--- config.mk ---
export PLATFORM = sky130hd
export DESIGN_NAME = shm_dma_scheduler_flat
export DESIGN_NICKNAME = d
export VERILOG_FILES = /design/src/rtl/shm_pkg.sv /design/src/rtl/shm_dma_scheduler_if.sv /design/src/rtl/shm_dma_scheduler_picker.sv /design/src/rtl/shm_dma_scheduler.sv /design/src/flat_wrapper.sv
export SDC_FILE = /design/constraint.sdc
export NUM_CORES = 1
export LEC_CHECK = 0
export BUFFER_PORTS_ARGS = -buffer_cell sky130_fd_sc_hd__buf_2
export CAP_MARGIN = 20
export CORE_UTILIZATION = 30
export DETAILED_ROUTE_END_ITERATION = 8
export PLACE_DENSITY_LB_ADDON = 0.1
export SYNTH_ARGS = -nofsm -noshare
export SYNTH_HDL_FRONTEND = slang
export SYNTH_HIERARCHICAL = 1
export SYNTH_SLANG_ARGS = --single-unit
--- constraint.sdc ---
create_clock -name clock -period 3.79 [get_ports clock]
set_clock_uncertainty 0.2 [all_clocks]
set_input_delay 1.137 -clock clock [delete_from_list [all_inputs] [get_ports clock]]
set_output_delay 1.137 -clock clock [all_outputs]
set_load 0.02 [all_outputs]
--- src/rtl/shm_pkg.sv ---
// Shared types and widths for the shared-memory DMA front end.
package shm_pkg;

  localparam int unsigned PROCSIZE    = 4;
  localparam int unsigned SIZE        = 4;
  localparam int unsigned WORD_SIZE   = 8;
  localparam int unsigned PAGE_SIZE   = 2;
  localparam int unsigned PAGES_COUNT = SIZE - PAGE_SIZE;

  localparam logic READ  = 1'b0;
  localparam logic WRITE = 1'b1;

  typedef enum logic [1:0] {IDLE, ISSUE, BUSY, ACK} sched_state_t;

  // Descriptor snapshot handed to the engine
  typedef struct packed {
    logic                action;
    logic [SIZE-1:0]     ptr;
    logic [PROCSIZE-1:0] copy_start;
    logic [PROCSIZE-1:0] copy_length;
  } desc_t;

endpackage

--- src/rtl/shm_dma_scheduler_if.sv ---
// Scheduler <-> DMA engine descriptor handshake and completion report.
interface shm_dma_scheduler_if #(parameter int unsigned PROC_CNT = 4);
  import shm_pkg::*;

  localparam int unsigned PIDX_W = $clog2(PROC_CNT);

  logic                   eng_valid;
  logic                   eng_ready;
  logic [PIDX_W-1:0]      eng_proc;
  logic                   eng_action;
  logic [SIZE-1:0]        eng_ptr;
  logic [PROCSIZE-1:0]    eng_copy_start;
  logic [PROCSIZE-1:0]    eng_copy_length;
  logic                   eng_done;
  logic [PAGES_COUNT-1:0] eng_page;

  modport master (
    output eng_valid, eng_proc, eng_action, eng_ptr, eng_copy_start, eng_copy_length,
    input  eng_ready, eng_done, eng_page
  );

  modport slave (
    input  eng_valid, eng_proc, eng_action, eng_ptr, eng_copy_start, eng_copy_length,
    output eng_ready, eng_done, eng_page
  );

endinterface

--- src/rtl/shm_dma_scheduler_picker.sv ---
// Combinational round-robin picker: first pending index after 'last', wrapping.
module rr_priority_picker #(
  parameter int unsigned N = 4
) (
  input  logic [N-1:0]         pending,
  input  logic [$clog2(N)-1:0] last,
  output logic [$clog2(N)-1:0] grant,
  output logic                 any
);

  localparam int unsigned IW = $clog2(N);

  logic [IW-1:0] idx;

  // Scan farthest-first so the nearest pending slot after 'last' wins
  always_comb begin
    grant = '0;
    idx   = '0;
    any   = |pending;
    for (int k = int'(N); k >= 1; k--) begin
      idx = IW'((int'(last) + k) % int'(N));
      if (pending[idx]) grant = idx;
    end
  end

endmodule

--- src/rtl/shm_dma_scheduler.sv ---
// Round-robin request sequencer for the shared-memory DMA engine (one descriptor in flight).
module shm_dma_scheduler
  import shm_pkg::*;
#(
  parameter int unsigned PROC_CNT = 4
) (
  input  logic                   clock,
  input  logic                   start,
  input  logic [PROC_CNT-1:0]    trigger,
  input  logic [PROC_CNT-1:0]    action,
  input  logic [SIZE-1:0]        ptr         [PROC_CNT],
  input  logic [PROCSIZE-1:0]    copy_start  [PROC_CNT],
  input  logic [PROCSIZE-1:0]    copy_length [PROC_CNT],
  output logic [PROC_CNT-1:0]    ack,
  output logic [PAGES_COUNT-1:0] ptr_out     [PROC_CNT],
  shm_dma_scheduler_if.master    eng,
  output logic                   proto_err
);

  localparam int unsigned PIDX_W = $clog2(PROC_CNT);

  sched_state_t           state_q, state_d;
  desc_t                  desc_q, desc_d;
  logic [PIDX_W-1:0]      proc_q, proc_d;
  logic [PIDX_W-1:0]      last_q, last_d;
  logic [PROC_CNT-1:0]    seen_q, seen_d;
  logic [PROC_CNT-1:0]    ack_q, ack_d;
  logic [PAGES_COUNT-1:0] ptr_out_q [PROC_CNT];
  logic [PAGES_COUNT-1:0] ptr_out_d [PROC_CNT];
  logic                   valid_q, valid_d;
  logic                   err_q, err_d;

  logic [PROC_CNT-1:0]    pending;
  logic [PIDX_W-1:0]      grant;
  logic                   any;

  assign pending = trigger ^ seen_q;

  rr_priority_picker #(.N(PROC_CNT)) u_picker (
    .pending (pending),
    .last    (last_q),
    .grant   (grant),
    .any     (any)
  );

  // Next-state and next-output logic
  always_comb begin
    state_d   = state_q;
    desc_d    = desc_q;
    proc_d    = proc_q;
    last_d    = last_q;
    seen_d    = seen_q;
    ack_d     = ack_q;
    ptr_out_d = ptr_out_q;
    valid_d   = valid_q;
    err_d     = err_q;

    case (state_q)
      IDLE: begin
        if (any) begin
          proc_d             = grant;
          last_d             = grant;
          seen_d[grant]      = trigger[grant];
          desc_d.action      = action[grant];
          desc_d.ptr         = ptr[grant];
          desc_d.copy_start  = copy_start[grant];
          desc_d.copy_length = copy_length[grant];
          // Zero-length requests complete without involving the engine
          if (copy_length[grant] == '0) begin
            state_d = ACK;
          end else begin
            state_d = ISSUE;
            valid_d = 1'b1;
          end
        end
      end
      ISSUE: begin
        if (eng.eng_ready) begin
          valid_d = 1'b0;
          state_d = BUSY;
        end
      end
      BUSY: begin
        if (eng.eng_done) begin
          if (desc_q.action == WRITE) ptr_out_d[proc_q] = eng.eng_page;
          state_d = ACK;
        end
      end
      ACK: begin
        ack_d[proc_q] = ~ack_q[proc_q];
        state_d       = IDLE;
      end
      default: state_d = IDLE;
    endcase

    // Sticky protocol checks; they never alter sequencing
    if ((state_q != IDLE) && pending[proc_q]) err_d = 1'b1;
    if (eng.eng_done  && (state_q != BUSY))   err_d = 1'b1;
    if (eng.eng_ready && (state_q != ISSUE))  err_d = 1'b1;
  end

  always_ff @(posedge clock) begin
    if (start) begin
      state_q <= IDLE;
      desc_q  <= '0;
      proc_q  <= '0;
      last_q  <= PIDX_W'(PROC_CNT - 1);
      seen_q  <= '0;
      ack_q   <= '0;
      valid_q <= 1'b0;
      err_q   <= 1'b0;
      for (int i = 0; i < int'(PROC_CNT); i++) ptr_out_q[i] <= '0;
    end else begin
      state_q   <= state_d;
      desc_q    <= desc_d;
      proc_q    <= proc_d;
      last_q    <= last_d;
      seen_q    <= seen_d;
      ack_q     <= ack_d;
      valid_q   <= valid_d;
      err_q     <= err_d;
      ptr_out_q <= ptr_out_d;
    end
  end

  assign ack                 = ack_q;
  assign ptr_out             = ptr_out_q;
  assign proto_err           = err_q;
  assign eng.eng_valid       = valid_q;
  assign eng.eng_proc        = proc_q;
  assign eng.eng_action      = desc_q.action;
  assign eng.eng_ptr         = desc_q.ptr;
  assign eng.eng_copy_start  = desc_q.copy_start;
  assign eng.eng_copy_length = desc_q.copy_length;

endmodule

--- src/flat_wrapper.sv ---
// flat-port wrapper written by rule: the top's interface ports become plain ports
module shm_dma_scheduler_flat import shm_pkg::*;
#(
  parameter int unsigned PROC_CNT = 4
)
  (clock, start, trigger, action, ptr, copy_start, copy_length, ack, ptr_out, proto_err, eng_eng_valid, eng_eng_proc, eng_eng_action, eng_eng_ptr, eng_eng_copy_start, eng_eng_copy_length, eng_eng_ready, eng_eng_done, eng_eng_page);
  shm_dma_scheduler_if #(.PROC_CNT(PROC_CNT)) eng_i ();
  input  logic clock;
  input  logic start;
  input  logic [PROC_CNT-1:0] trigger;
  input  logic [PROC_CNT-1:0] action;
  input  logic [SIZE-1:0] ptr[PROC_CNT];
  input  logic [PROCSIZE-1:0] copy_start[PROC_CNT];
  input  logic [PROCSIZE-1:0] copy_length[PROC_CNT];
  output logic [PROC_CNT-1:0] ack;
  output logic [PAGES_COUNT-1:0] ptr_out[PROC_CNT];
  output logic proto_err;
  output wire logic [$bits(eng_i.eng_valid)-1:0] eng_eng_valid;
  output wire logic [$bits(eng_i.eng_proc)-1:0] eng_eng_proc;
  output wire logic [$bits(eng_i.eng_action)-1:0] eng_eng_action;
  output wire logic [$bits(eng_i.eng_ptr)-1:0] eng_eng_ptr;
  output wire logic [$bits(eng_i.eng_copy_start)-1:0] eng_eng_copy_start;
  output wire logic [$bits(eng_i.eng_copy_length)-1:0] eng_eng_copy_length;
  input wire logic [$bits(eng_i.eng_ready)-1:0] eng_eng_ready;
  input wire logic [$bits(eng_i.eng_done)-1:0] eng_eng_done;
  input wire logic [$bits(eng_i.eng_page)-1:0] eng_eng_page;
  assign eng_eng_valid = eng_i.eng_valid;
  assign eng_eng_proc = eng_i.eng_proc;
  assign eng_eng_action = eng_i.eng_action;
  assign eng_eng_ptr = eng_i.eng_ptr;
  assign eng_eng_copy_start = eng_i.eng_copy_start;
  assign eng_eng_copy_length = eng_i.eng_copy_length;
  assign eng_i.eng_ready = eng_eng_ready;
  assign eng_i.eng_done = eng_eng_done;
  assign eng_i.eng_page = eng_eng_page;
  shm_dma_scheduler #(.PROC_CNT(PROC_CNT)) u_core (.clock(clock), .start(start), .trigger(trigger), .action(action), .ptr(ptr), .copy_start(copy_start), .copy_length(copy_length), .ack(ack), .ptr_out(ptr_out), .eng(eng_i), .proto_err(proto_err));
endmodule
==> impl_metrics.json, run 1 <==
{
  "die_height_um": 83.4,
  "synth.yosys.warnings": 6,
  "num-fill-cells": 669,
  "setup.worst_path.end_class": "flip-flop",
  "cts_max_level": 2,
  "max_cap_violations": 0,
  "crit_path_cell_trace": "buf_2, xor2_1, and2b_1, a21oi_2, o221ai_2, mux4_2, nor4_4, nor4b_1, o31a_1",
  "min_path_type": "reg2reg",
  "ctsResizeCount": 0,
  "syn-instance-count": 211,
  "worst_slew_pin_slew_ps": 721,
  "worst-endpoint-required_ps": 3770,
  "cts.path.max_buffers": 2,
  "synth-edff-count": 0,
  "port_buffers": 90,
  "grt_pass1_vias": 1853,
  "hpwl_um": 3890,
  "grt_overflow_total": 0,
  "gp_congestion": 0.743,
  "slew-limit-headroom_pct": 51.9,
  "capturing_point_of_the_worst_reg2reg_path": "u_core/eng.eng_valid",
  "criticalPathCategory": "in2reg",
  "final_cell_mix": "90 x buf_2, 37 x nand2_1, 37 x dfxtp_1",
  "fmaxAchievable_ghz": 0.285,
  "post-layout-total-power_mw": 2.17,
  "ys_seq_area_share_pct": 37.2,
  "critPathSlowestCell": "mux4_2",
  "grt_pass1_wl_um": 8490,
  "globalRouteTotalUtil_pct": 15.3,
  "fp_rows": 29,
  "worstReg2RegStart": "u_core/seen_q[2]",
  "worstSkewPairLatency_ps": 290,
  "tritoncts_clock_tree": "yes",
  "iteration_0_drc_markers": 65,
  "timing.hold.worst_endpoint": "u_core/eng.eng_copy_start[0]",
  "top_level_ports": 91,
  "detailroute.wirelength.met3_um": 239,
  "floorplan_die_area_um2": 6960,
  "rsz_0062_raised_after_global_routing": "false",
  "power.static_leakage_nw": 1.28,
  "met2_wirelength_um": 2490,
  "synthDistinctLibCells": 36,
  "start_util_pct": 31.2,
  "critical_path.n_buffers_inverters": 1,
  "drive_above_1_share_pct": 39.5,
  "synth_top_family_by_area": "multiplexers",
  "cts_made_buffers": 5,
  "synthSimpleGateAreaFrac_pct": 18.2,
  "drc": 0,
  "synth.area.mux_share_pct": 22.8,
  "route.vias.total": 1824,
  "timing.final.hold_violations": 0,
  "setup_viol_count_final": 0,
  "grt_antenna_before_repair": 0,
  "ctsRootBufferMaster": "clkbuf_8",
  "worst_ir_drop_vdd_v": 0.000275,
  "maxSlewViolCount": 0,
  "antenna_violating_nets_post_route": 0,
  "yosys_most_used_dff": "dfxtp_1",
  "worst_setup_hold_path_clk_slew_ps": 80,
  "antennaDiodeCount": 0,
  "cpPeakStageDelay_ps": 620,
  "drt-wirelength-per-cell_um": 13.6,
  "powerDensity_nw_per_um2": 817,
  "cts_hold_buffers": 0,
  "firstDrtPassIters": 4,
  "xor_xnor_share_of_the_synthesized_area_pct": 3.08,
  "fin_area_um2": 2660,
  "worstHoldStart": "u_core/eng.eng_copy_start[0]",
  "layout.cells.most_common": "buf_2",
  "worstRegToRegCells": 8,
  "synthesis.area_um2": 1990,
  "share_of_the_clock_period_used_by_the_worst_path_pct": 92.5,
  "chipWidth_um": 83.4,
  "post_synth_net_total": 278,
  "async_flop_share_pct": 0,
  "r2r_slack_ps": 900,
  "yosys.area_share.adder_pct": 3.14,
  "placeableCoreArea_um2": 6390,
  "start_kind": "input pin",
  "crit_start": "trigger[2]",
  "cpLargestDelayFamily": "compound AO/OA/AOI/OAI gates",
  "grt_start_max_net_pins": 37,
  "fin_crit_ps": 3510,
  "cts_sinks": 37,
  "critPathArrivalTime_ps": 3490,
  "min_delay_path_depth": 2,
  "highest-signal-layer": "met4",
  "dpl-instance-area_um2": 2540,
  "synth_compound_gate_area_share_pct": 11.0,
  "drt_wl_total_um": 5180,
  "syn_avg_cell_area_um2": 9.43,
  "final_net_count": 370,
  "syn2layout_area_growth_pct": 33.8,
  "postCtsSetupRepairBufs": 0,
  "wirelength_met1_um": 2380,
  "critical_path_fanout_max": 7,
  "status": "finished, final reports clean",
  "synth_seq_cells": 37,
  "route.detailed.vias_per_inst": 4.79
}
-- area by class of cell --
| type | count | area, um2 | share of cell area [%] |
|---|---|---|---|
| inverters | 8 | 30.0 | 1.13 |
| well taps | 77 | 96.3 | 3.62 |
| clock buffers | 6 | 82.6 | 3.10 |
| clock inverters | 2 | 37.5 | 1.41 |
| repair buffers | 98 | 510 | 19.2 |
| flip-flops and latches | 37 | 741 | 27.8 |
| multi-input cells | 153 | 1160 | 43.7 |
-- through the flow --
| stage | setup TNS, ps | utilization, % | std cells | hold WS (ps) | setup WS, ps |
|---|---|---|---|---|---|
| finish | 0 | 41.7 | 381 | 255 | 284 |
| CTS | 0 | 41.7 | 381 | 257 | 265 |
| global placement | 0 | 39.8 | 373 | 239 | 10.4 |
| detailed placement | -67.4 | 39.8 | 373 | 246 | -49.9 |
| global route | 0 | 41.7 | 381 | 280 | 155 |
| floorplan | 0 | - | 211 | 281 | 350 |
-- worst max-delay path by stage --
stage / endpoint / slack (ps) / cells after the start
finish: u_core/eng.eng_valid / 280 / 9
detailed placement: u_core/eng.eng_valid / -50 / 9
CTS: u_core/eng.eng_valid / 270 / 9
global placement: u_core/eng.eng_valid / 10 / 9
floorplan: u_core/eng.eng_valid / 350 / 9
global route: u_core/eng.eng_valid / 150 / 9
-- flip-flops by register name, indices dropped and copies added, names as in the netlist --
register / flops
u_core/eng.eng_ptr: 4
u_core/proto_err: 1
u_core/ptr_out: 8
u_core/ack: 4
u_core/last_q: 2
u_core/seen_q: 4
u_core/eng.eng_proc: 2
u_core/eng.eng_copy_length: 4
u_core/state_q: 2
u_core/eng.eng_valid: 1
u_core/eng.eng_copy_start: 4
u_core/eng.eng_action: 1
-- layer usage --
metal / up-vias / track usage [%]
li1: 921 / -
met1: 851 / 19.1
met2: 47 / 25.4
met3: 5 / 4.08
met4: 0 / 5.39
met5: - / 0
-- power by group --
group / switching, mW / internal [mW] / leakage [nW] / total, mW
sequential: 0.101 / 0.512 / 0.303 / 0.613
combinational: 0.661 / 0.539 / 0.917 / 1.20
clock: 0.147 / 0.214 / 0.0574 / 0.361
-- cell usage after synthesis, types with 2 or more instances --
master | n | area (um2)
dfxtp_1 | 37 | 741
nand2_1 | 37 | 139
a21oi_1 | 22 | 110
nor2_1 | 21 | 78.8
mux2i_1 | 12 | 120
clkbuf_1 | 10 | 37.5
mux4_2 | 9 | 203
inv_1 | 8 | 30.0
xor2_1 | 7 | 61.3
ha_1 | 5 | 62.6
mux4_1 | 5 | 131
nand2b_1 | 4 | 25.0
nand3_1 | 4 | 20.0
o21ai_0 | 3 | 15.0
a211oi_1 | 2 | 15.0
buf_2 | 2 | 10.0
nand3b_1 | 2 | 15.0
nor3_1 | 2 | 10.0
o31a_1 | 2 | 17.5
-- worst reg2reg max path, cell delays in order (launching register included) --
cell,delay (ps)
dfxtp_1,320
xor2_1,200
and2b_1,250
a21oi_2,50
o221ai_2,440
mux4_2,620
nor4_4,350
nor4b_1,90
o31a_1,270
-- cell families after synthesis --
group,after synthesis
adders and majority gates,5
AOI/OAI and AO/OA,36
buffers and inverters,21
muxes,26
DFF,37
xor gates and xnor gates,7
and+or+nand+nor,79
Power figures use the tool's default switching activity.
==> run 2, diff against run 1 <==
--- a/config.mk
+++ b/config.mk
@@ -12,5 +12,4 @@
 export PLACE_DENSITY_LB_ADDON = 0.1
 export SYNTH_ARGS = -nofsm -noshare
 export SYNTH_HDL_FRONTEND = slang
-export SYNTH_HIERARCHICAL = 1
 export SYNTH_SLANG_ARGS = --single-unit
==> run 2 against run 1 <==
  * Via count grew 11%
  * First-iteration DRC count is 26% lower
  * Final cell count rose by 11%
  * Die area grew 10%
  * Design area grew 6.0%
  * Sequential cell count did not move
  * Register-to-register slack improved by 450 ps
  * Power rose by 2.0%
  * Critical endpoint is now u_core.eng.eng_copy_length[3]
==> impl_metrics.json, run 2 <==
{
  "placement.setup.worst_slack_ps": 455,
  "antenna_violating_nets_post_route": 0,
  "iteration_0_drc_markers": 48,
  "rsz_0062_raised_after_global_routing": "false",
  "worst_slew_pin_slew_ps": 534,
  "synth.top_cells.by_count": "37 x dfxtp_1, 36 x mux2i_1, 21 x nor2_1, 19 x nand3_1, 14 x o21ai_1",
  "cts_hold_buffers": 0,
  "timing.hold.worst_endpoint": "u_core.eng.eng_ptr[3]",
  "yosys.area_share.adder_pct": 2.85,
  "criticalPathCategory": "in2reg",
  "grt_overflow_total": 0,
  "route.detailed.vias_per_inst": 4.78,
  "firstDrtPassIters": 4,
  "synthesis.area_um2": 2190,
  "slew-limit-headroom_pct": 64.3,
  "syn2layout_area_growth_pct": 28.6,
  "cts_made_buffers": 5,
  "yosys_most_used_dff": "dfxtp_1",
  "synth-edff-count": 0,
  "gate_power_share_pct": 56.0,
  "timing.final.hold_violations": 0,
  "drc": 0,
  "grt_pass1_wl_um": 9230,
  "max_cap_violations": 0,
  "route.vias.total": 2019,
  "worst-endpoint-required_ps": 3810,
  "placeableCoreArea_um2": 6940,
  "post-layout-total-power_mw": 2.22,
  "fmaxAchievable_ghz": 0.328,
  "grt_antenna_before_repair": 0,
  "cts.path.max_buffers": 2,
  "fp_rows": 30,
  "final_net_count": 392,
  "synthSimpleGateAreaFrac_pct": 16.4,
  "grt_pass1_vias": 1914,
  "synthDistinctLibCells": 49,
  "worstReg2RegStart": "u_core.seen_q[2]",
  "globalRouteTotalUtil_pct": 15.7,
  "sequential_share_of_power_pct": 27.9,
  "crit_path_cell_trace": "buf_2, xor2_1, o22ai_1, mux2i_2, and2_2, mux2_1, o21ai_1",
  "synthDominantCellAreaShare_pct": 33.8,
  "yosys.area.top_type": "dfxtp_1",
  "synth_seq_cells": 37,
  "cts_sinks": 37,
  "critPathArrivalTime_ps": 3070,
  "largest_register_ffs": 8,
  "synth.area.mux_share_pct": 24.9,
  "maxSlewViolCount": 0,
  "ctsResizeCount": 0,
  "min_path_type": "reg2reg",
  "gr-usage-met3_pct": 3.60,
  "power.net_switching_mw": 0.961,
  "drt_wl_total_um": 5760,
  "cpPeakStageDelay_ps": 440,
  "power_report.internal_total_mw": 1.26,
  "drive_above_1_share_pct": 37.1,
  "start_kind": "input pin",
  "share_of_the_clock_period_used_by_the_worst_path_pct": 80.4,
  "floorplan_die_area_um2": 7660,
  "syn-instance-count": 236,
  "top_level_ports": 91,
  "worstRegToRegCells": 6,
  "cts_max_level": 2,
  "met1_usage_pct": 19.0,
  "gp_congestion": 0.778,
  "xor_xnor_share_of_the_synthesized_area_pct": 3.94,
  "final_cell_mix": "90 x buf_2, 37 x dfxtp_1, 36 x mux2i_1",
  "ys_seq_area_share_pct": 33.8,
  "setup_viol_count_final": 0,
  "worst_setup_hold_path_clk_slew_ps": 70,
  "powerDensity_nw_per_um2": 786,
  "layout.cells.most_common": "buf_2",
  "hpwl_um": 4290,
  "switching_share_pct": 43.3,
  "synth_top_family_by_area": "multiplexers",
  "async_flop_share_pct": 0,
  "yosysMostFrequentCell": "dfxtp_1",
  "fin_crit_ps": 3050,
  "tritoncts_clock_tree": "yes",
  "chipWidth_um": 87.5,
  "post_synth_net_total": 303,
  "ctsRootBufferMaster": "clkbuf_8",
  "critical_path_fanout_max": 13,
  "capturing_point_of_the_worst_reg2reg_path": "u_core.eng.eng_copy_length[3]",
  "grt_max_usage_layer": "met2",
  "start_util_pct": 31.6,
  "min_delay_path_depth": 2,
  "die_height_um": 87.5,
  "worst_ir_drop_vdd_v": 0.000314,
  "synth.yosys.warnings": 0,
  "yosys-top-cells-area": "dfxtp_1 34%, mux2i_1 16%, nand3_1 4.3%",
  "hold_ws_ps": 254,
  "critPathSlowestCell": "and2_2",
  "drt-wirelength-per-cell_um": 13.7,
  "pwr-share-clk_pct": 16.1,
  "setup.worst_path.end_class": "flip-flop",
  "worstHoldStart": "u_core.eng.eng_ptr[3]",
  "met2_usage_pct": 27.6,
  "worstSkewPairLatency_ps": 300,
  "syn_avg_cell_area_um2": 9.29,
  "power.static_leakage_nw": 1.29,
  "postCtsSetupRepairBufs": 0,
  "fin_setup_tns_ps": 0,
  "synth_compound_gate_area_share_pct": 12.5,
  "grt_start_max_net_pins": 30,
  "r2r_slack_ps": 1350,
  "port_buffers": 90,
  "postLayoutSetupSlackWorst_ps": 745,
  "antennaDiodeCount": 0,
  "status": "finished, final reports clean"
}
-- run 2: changes by cell type after synthesis, moves of 3 or more --
cell and delta:
nor4_1 +3, clkbuf_1 -5, mux2_1 +5, nand2b_1 -3, mux2i_1 +24, nand2_1 -26
mux2_2 +8, nand3_1 +15, o21ai_1 +14, mux4_1 -4, a21oi_1 -13, mux4_2 -9
-- run 2: worst max-delay path, delay by kind of cell --
| family | cells | cell delay, ps |
|---|---|---|
| mux | 2 | 750 |
| xor+xnor | 1 | 360 |
| simple gates | 1 | 440 |
| buf+inv | 1 | 100 |
| compound gates | 2 | 280 |
-- run 2: stage by stage --
step | util (%) | std cells | cell area (um2)
after floorplan | - | 236 | 2190
final | 40.6 | 422 | 2820
after CTS | 40.6 | 422 | 2820
after global routing | 40.6 | 422 | 2820
after global placement | 39.0 | 414 | 2710
after detailed placement | 39.0 | 414 | 2710
-- run 2: how the worst max path moves through the flow --
stage	startpoint	end	slack, ps	cells past startpoint
2_1_floorplan	trigger[2]	u_core.eng.eng_copy_length[0]	880	7
3_3_place_gp	trigger[2]	u_core.eng.eng_copy_start[0]	530	7
3_5_place_dp	trigger[2]	u_core.eng.eng_copy_start[0]	460	7
4_1_cts	trigger[2]	u_core.eng.eng_copy_start[0]	730	7
5_1_grt	trigger[2]	u_core.eng.eng_copy_start[0]	600	7
6_report	trigger[2]	u_core.eng.eng_copy_length[3]	740	7
-- run 2: final cells by class --
| cell class | instances | area [um2] |
|---|---|---|
| clock buffer | 5 | 68.8 |
| timing repair buffer | 94 | 480 |
| clock inverter | 3 | 46.3 |
| inverter | 9 | 33.8 |
| multi-input combinational | 178 | 1330 |
| fill | 735 | 4120 |
| sequential | 37 | 741 |
| tap | 96 | 120 |
-- run 2: metal layers --
layer  part of all wire, %  up-vias  routed length, um
li1                      -     1028                  -
met1                    45      930               2580
met2                    49       53               2820
met3                   4.9        8                284
met4                   1.4        0                 79
met5                     0        -                  0
-- run 2: cell families (layout without fill, tap and decap cells) --
| kind of cell | count (synthesis) | in the layout |
|---|---|---|
| AOI/OAI and AO/OA | 41 | 41 |
| xor gates and xnor gates | 9 | 9 |
| adders and majority gates | 5 | 5 |
| buffers and inverters | 21 | 111 |
| DFF | 37 | 37 |
| muxes | 51 | 51 |
| and+or+nand+nor | 72 | 72 |
-- run 2: power groups by stage --
stage	Combinational (mW)	Clock (mW)	Sequential (mW)
after global routing	1.37	0.386	0.638
after CTS	1.26	0.368	0.620
after detailed placement	1.26	0	0.628
final	1.24	0.358	0.619
after floorplan	0.943	0	0.705
after global placement	1.25	0	0.627
==> run 3, diff against run 2 <==
==> constraint.sdc (replaced) <==
create_clock -name clock -period 2.6 [get_ports clock]
set_clock_uncertainty 0.2 [all_clocks]
set_input_delay 0.78 -clock clock [delete_from_list [all_inputs] [get_ports clock]]
set_output_delay 0.78 -clock clock [all_outputs]
set_load 0.02 [all_outputs]
==> run 3 against run 2 <==
  * Routed wire length up 3.1%
  * Design area up 5.5%
  * Combinational power grew 67%
  * Die area unchanged
  * Global-route usage is 0.092 points lower
  * Sequential power increased by 45%
  * First-iteration DRC count up 48%
  * Clock-buffer cell count unchanged
  * Critical path depth increased by 2
  * Clock power is 43% higher
  * Critical path type unchanged
  * Critical endpoint is now u_core.seen_q[1]
==> impl_metrics.json, run 3 (synthesized netlist as in run 2, its figures left out) <==
{
  "status": "finished, final reports clean",
  "layout.cells.most_common": "buf_2",
  "number_of_standard_cells_in_the_layout_taps_in_and_fillers_out": 440,
  "critPathSlowestCell": "xor2_1",
  "final_cell_mix": "90 x buf_2, 37 x dfxtp_1, 36 x mux2i_1",
  "placeableCoreArea_um2": 6940,
  "fin_area_um2": 2980,
  "cpPeakStageDelay_ps": 290,
  "ctsRootBufferMaster": "clkbuf_8",
  "antenna_violating_nets_post_route": 0,
  "fin_crit_ps": 2400,
  "slew-limit-headroom_pct": 65.8,
  "cts.path.max_buffers": 2,
  "worst-endpoint-required_ps": 2580,
  "setup.worst_path.end_class": "flip-flop",
  "rsz_0062_raised_after_global_routing": "false",
  "hpwl_um": 4480,
  "top_level_ports": 91,
  "cpLargestDelayFamily": "buffers and inverters",
  "floorplan_die_area_um2": 7660,
  "worstSkewPairLatency_ps": 290,
  "route.detailed.vias_per_inst": 4.77,
  "cp_common_cell": "buf_4",
  "largest_register_ffs": 8,
  "drive_above_1_share_pct": 40.7,
  "num-fill-cells": 726,
  "multi_input_area_um2": 1350,
  "grt_overflow_total": 0,
  "iteration_0_drc_markers": 71,
  "port_buffers": 90,
  "powerDensity_nw_per_um2": 1170,
  "grt_start_max_net_pins": 30,
  "worst_setup_hold_path_clk_slew_ps": 80,
  "share_of_the_clock_period_used_by_the_worst_path_pct": 92.5,
  "grt_pass1_wl_um": 9230,
  "grt_antenna_before_repair": 0,
  "antennaDiodeCount": 0,
  "route.vias.total": 2099,
  "fmaxAchievable_ghz": 0.416,
  "postLayoutSetupSlackWorst_ps": 196,
  "max_cap_violations": 0,
  "maxSlewViolCount": 0,
  "die_height_um": 87.5,
  "criticalPathCategory": "in2reg",
  "worst_slew_pin_slew_ps": 511,
  "crit_path_cell_trace": "buf_2, xor2_1, nor4_1, buf_4, nand2b_1, buf_4, a211oi_2, mux2i_1, nor2_1",
  "cts_made_buffers": 5,
  "grt_pass1_vias": 1964,
  "post-layout-total-power_mw": 3.48,
  "syn2layout_area_growth_pct": 35.7,
  "dpl-instance-area_um2": 2850,
  "r2r_slack_ps": 410,
  "critical_path_fanout_max": 5,
  "globalRouteTotalUtil_pct": 15.6,
  "critical_path.n_buffers_inverters": 3,
  "layout.area.seq_um2": 741,
  "firstDrtPassIters": 4,
  "drt-wirelength-per-cell_um": 13.5,
  "fraction_of_the_core_area_covered_by_cells_at_the_end_of_the_flow_pct": 42.9,
  "drt_wl_total_um": 5940,
  "setup_viol_count_final": 0,
  "numPlacedInstances": 431,
  "cts_max_level": 2,
  "start_util_pct": 31.6,
  "cts_sinks": 37,
  "fp_rows": 30,
  "timing.final.hold_violations": 0,
  "min_path_type": "reg2reg",
  "critPathArrivalTime_ps": 2380,
  "drc": 0,
  "gp_congestion": 0.743,
  "tritoncts_clock_tree": "yes",
  "final_net_count": 410,
  "worst_ir_drop_vdd_v": 0.000314,
  "start_kind": "input pin",
  "power.static_leakage_nw": 1.38,
  "hold_ws_ps": 253,
  "placement.setup.worst_slack_ps": -226,
  "fin_setup_tns_ps": 0,
  "chipWidth_um": 87.5
}
## run 3: final cells by class
class	instances	area share (%)
Clock buffer	5	2.31
Clock inverter	3	1.56
Inverter	9	1.13
Multi-Input combinational cell	179	45.2
Sequential cell	37	24.9
Tap cell	96	4.04
Timing Repair Buffer	111	20.8
## run 3: routing by layer
layer | share of wire (%) | track usage, % | up-vias
met1 | 47 | 19.6 | 982
met2 | 48 | 27.3 | 49
met4 | 0.71 | 3.58 | 0
li1 | - | - | 1064
met3 | 4.1 | 3.32 | 4
met5 | 0 | 0 | -
## run 3: timing repair
action,CTS,global route
setup endpoints to repair,0,15
gates resized for setup,0,2
setup buffers,0,0
hold buffers,0,0
## run 3: worst register-to-register path: stages, from the launching register on
cell	delay [ps]
dfxtp_1	380
xor2_1	310
nor4_1	120
buf_4	160
nand2b_1	240
buf_4	200
a211oi_2	210
mux2i_1	210
nor2_1	50
## run 3: report_power, final
part	leakage (nW)	switching (mW)	internal [mW]
combinational	1.03	1.09	0.987
clock	0.0543	0.224	0.287
sequential	0.303	0.147	0.748
total	1.38	1.46	2.02
## run 3: path summary, 6_finish.rpt
kind | startpoint | endpoint | cells after the start
setup / recovery | trigger[1] | u_core.seen_q[1] | 9
hold / removal | u_core.eng.eng_copy_length[2] | u_core.eng.eng_copy_length[2] | 2
setup reg to reg | u_core.seen_q[1] | u_core.seen_q[1] | 8
hold reg to reg | u_core.eng.eng_copy_length[2] | u_core.eng.eng_copy_length[2] | 2
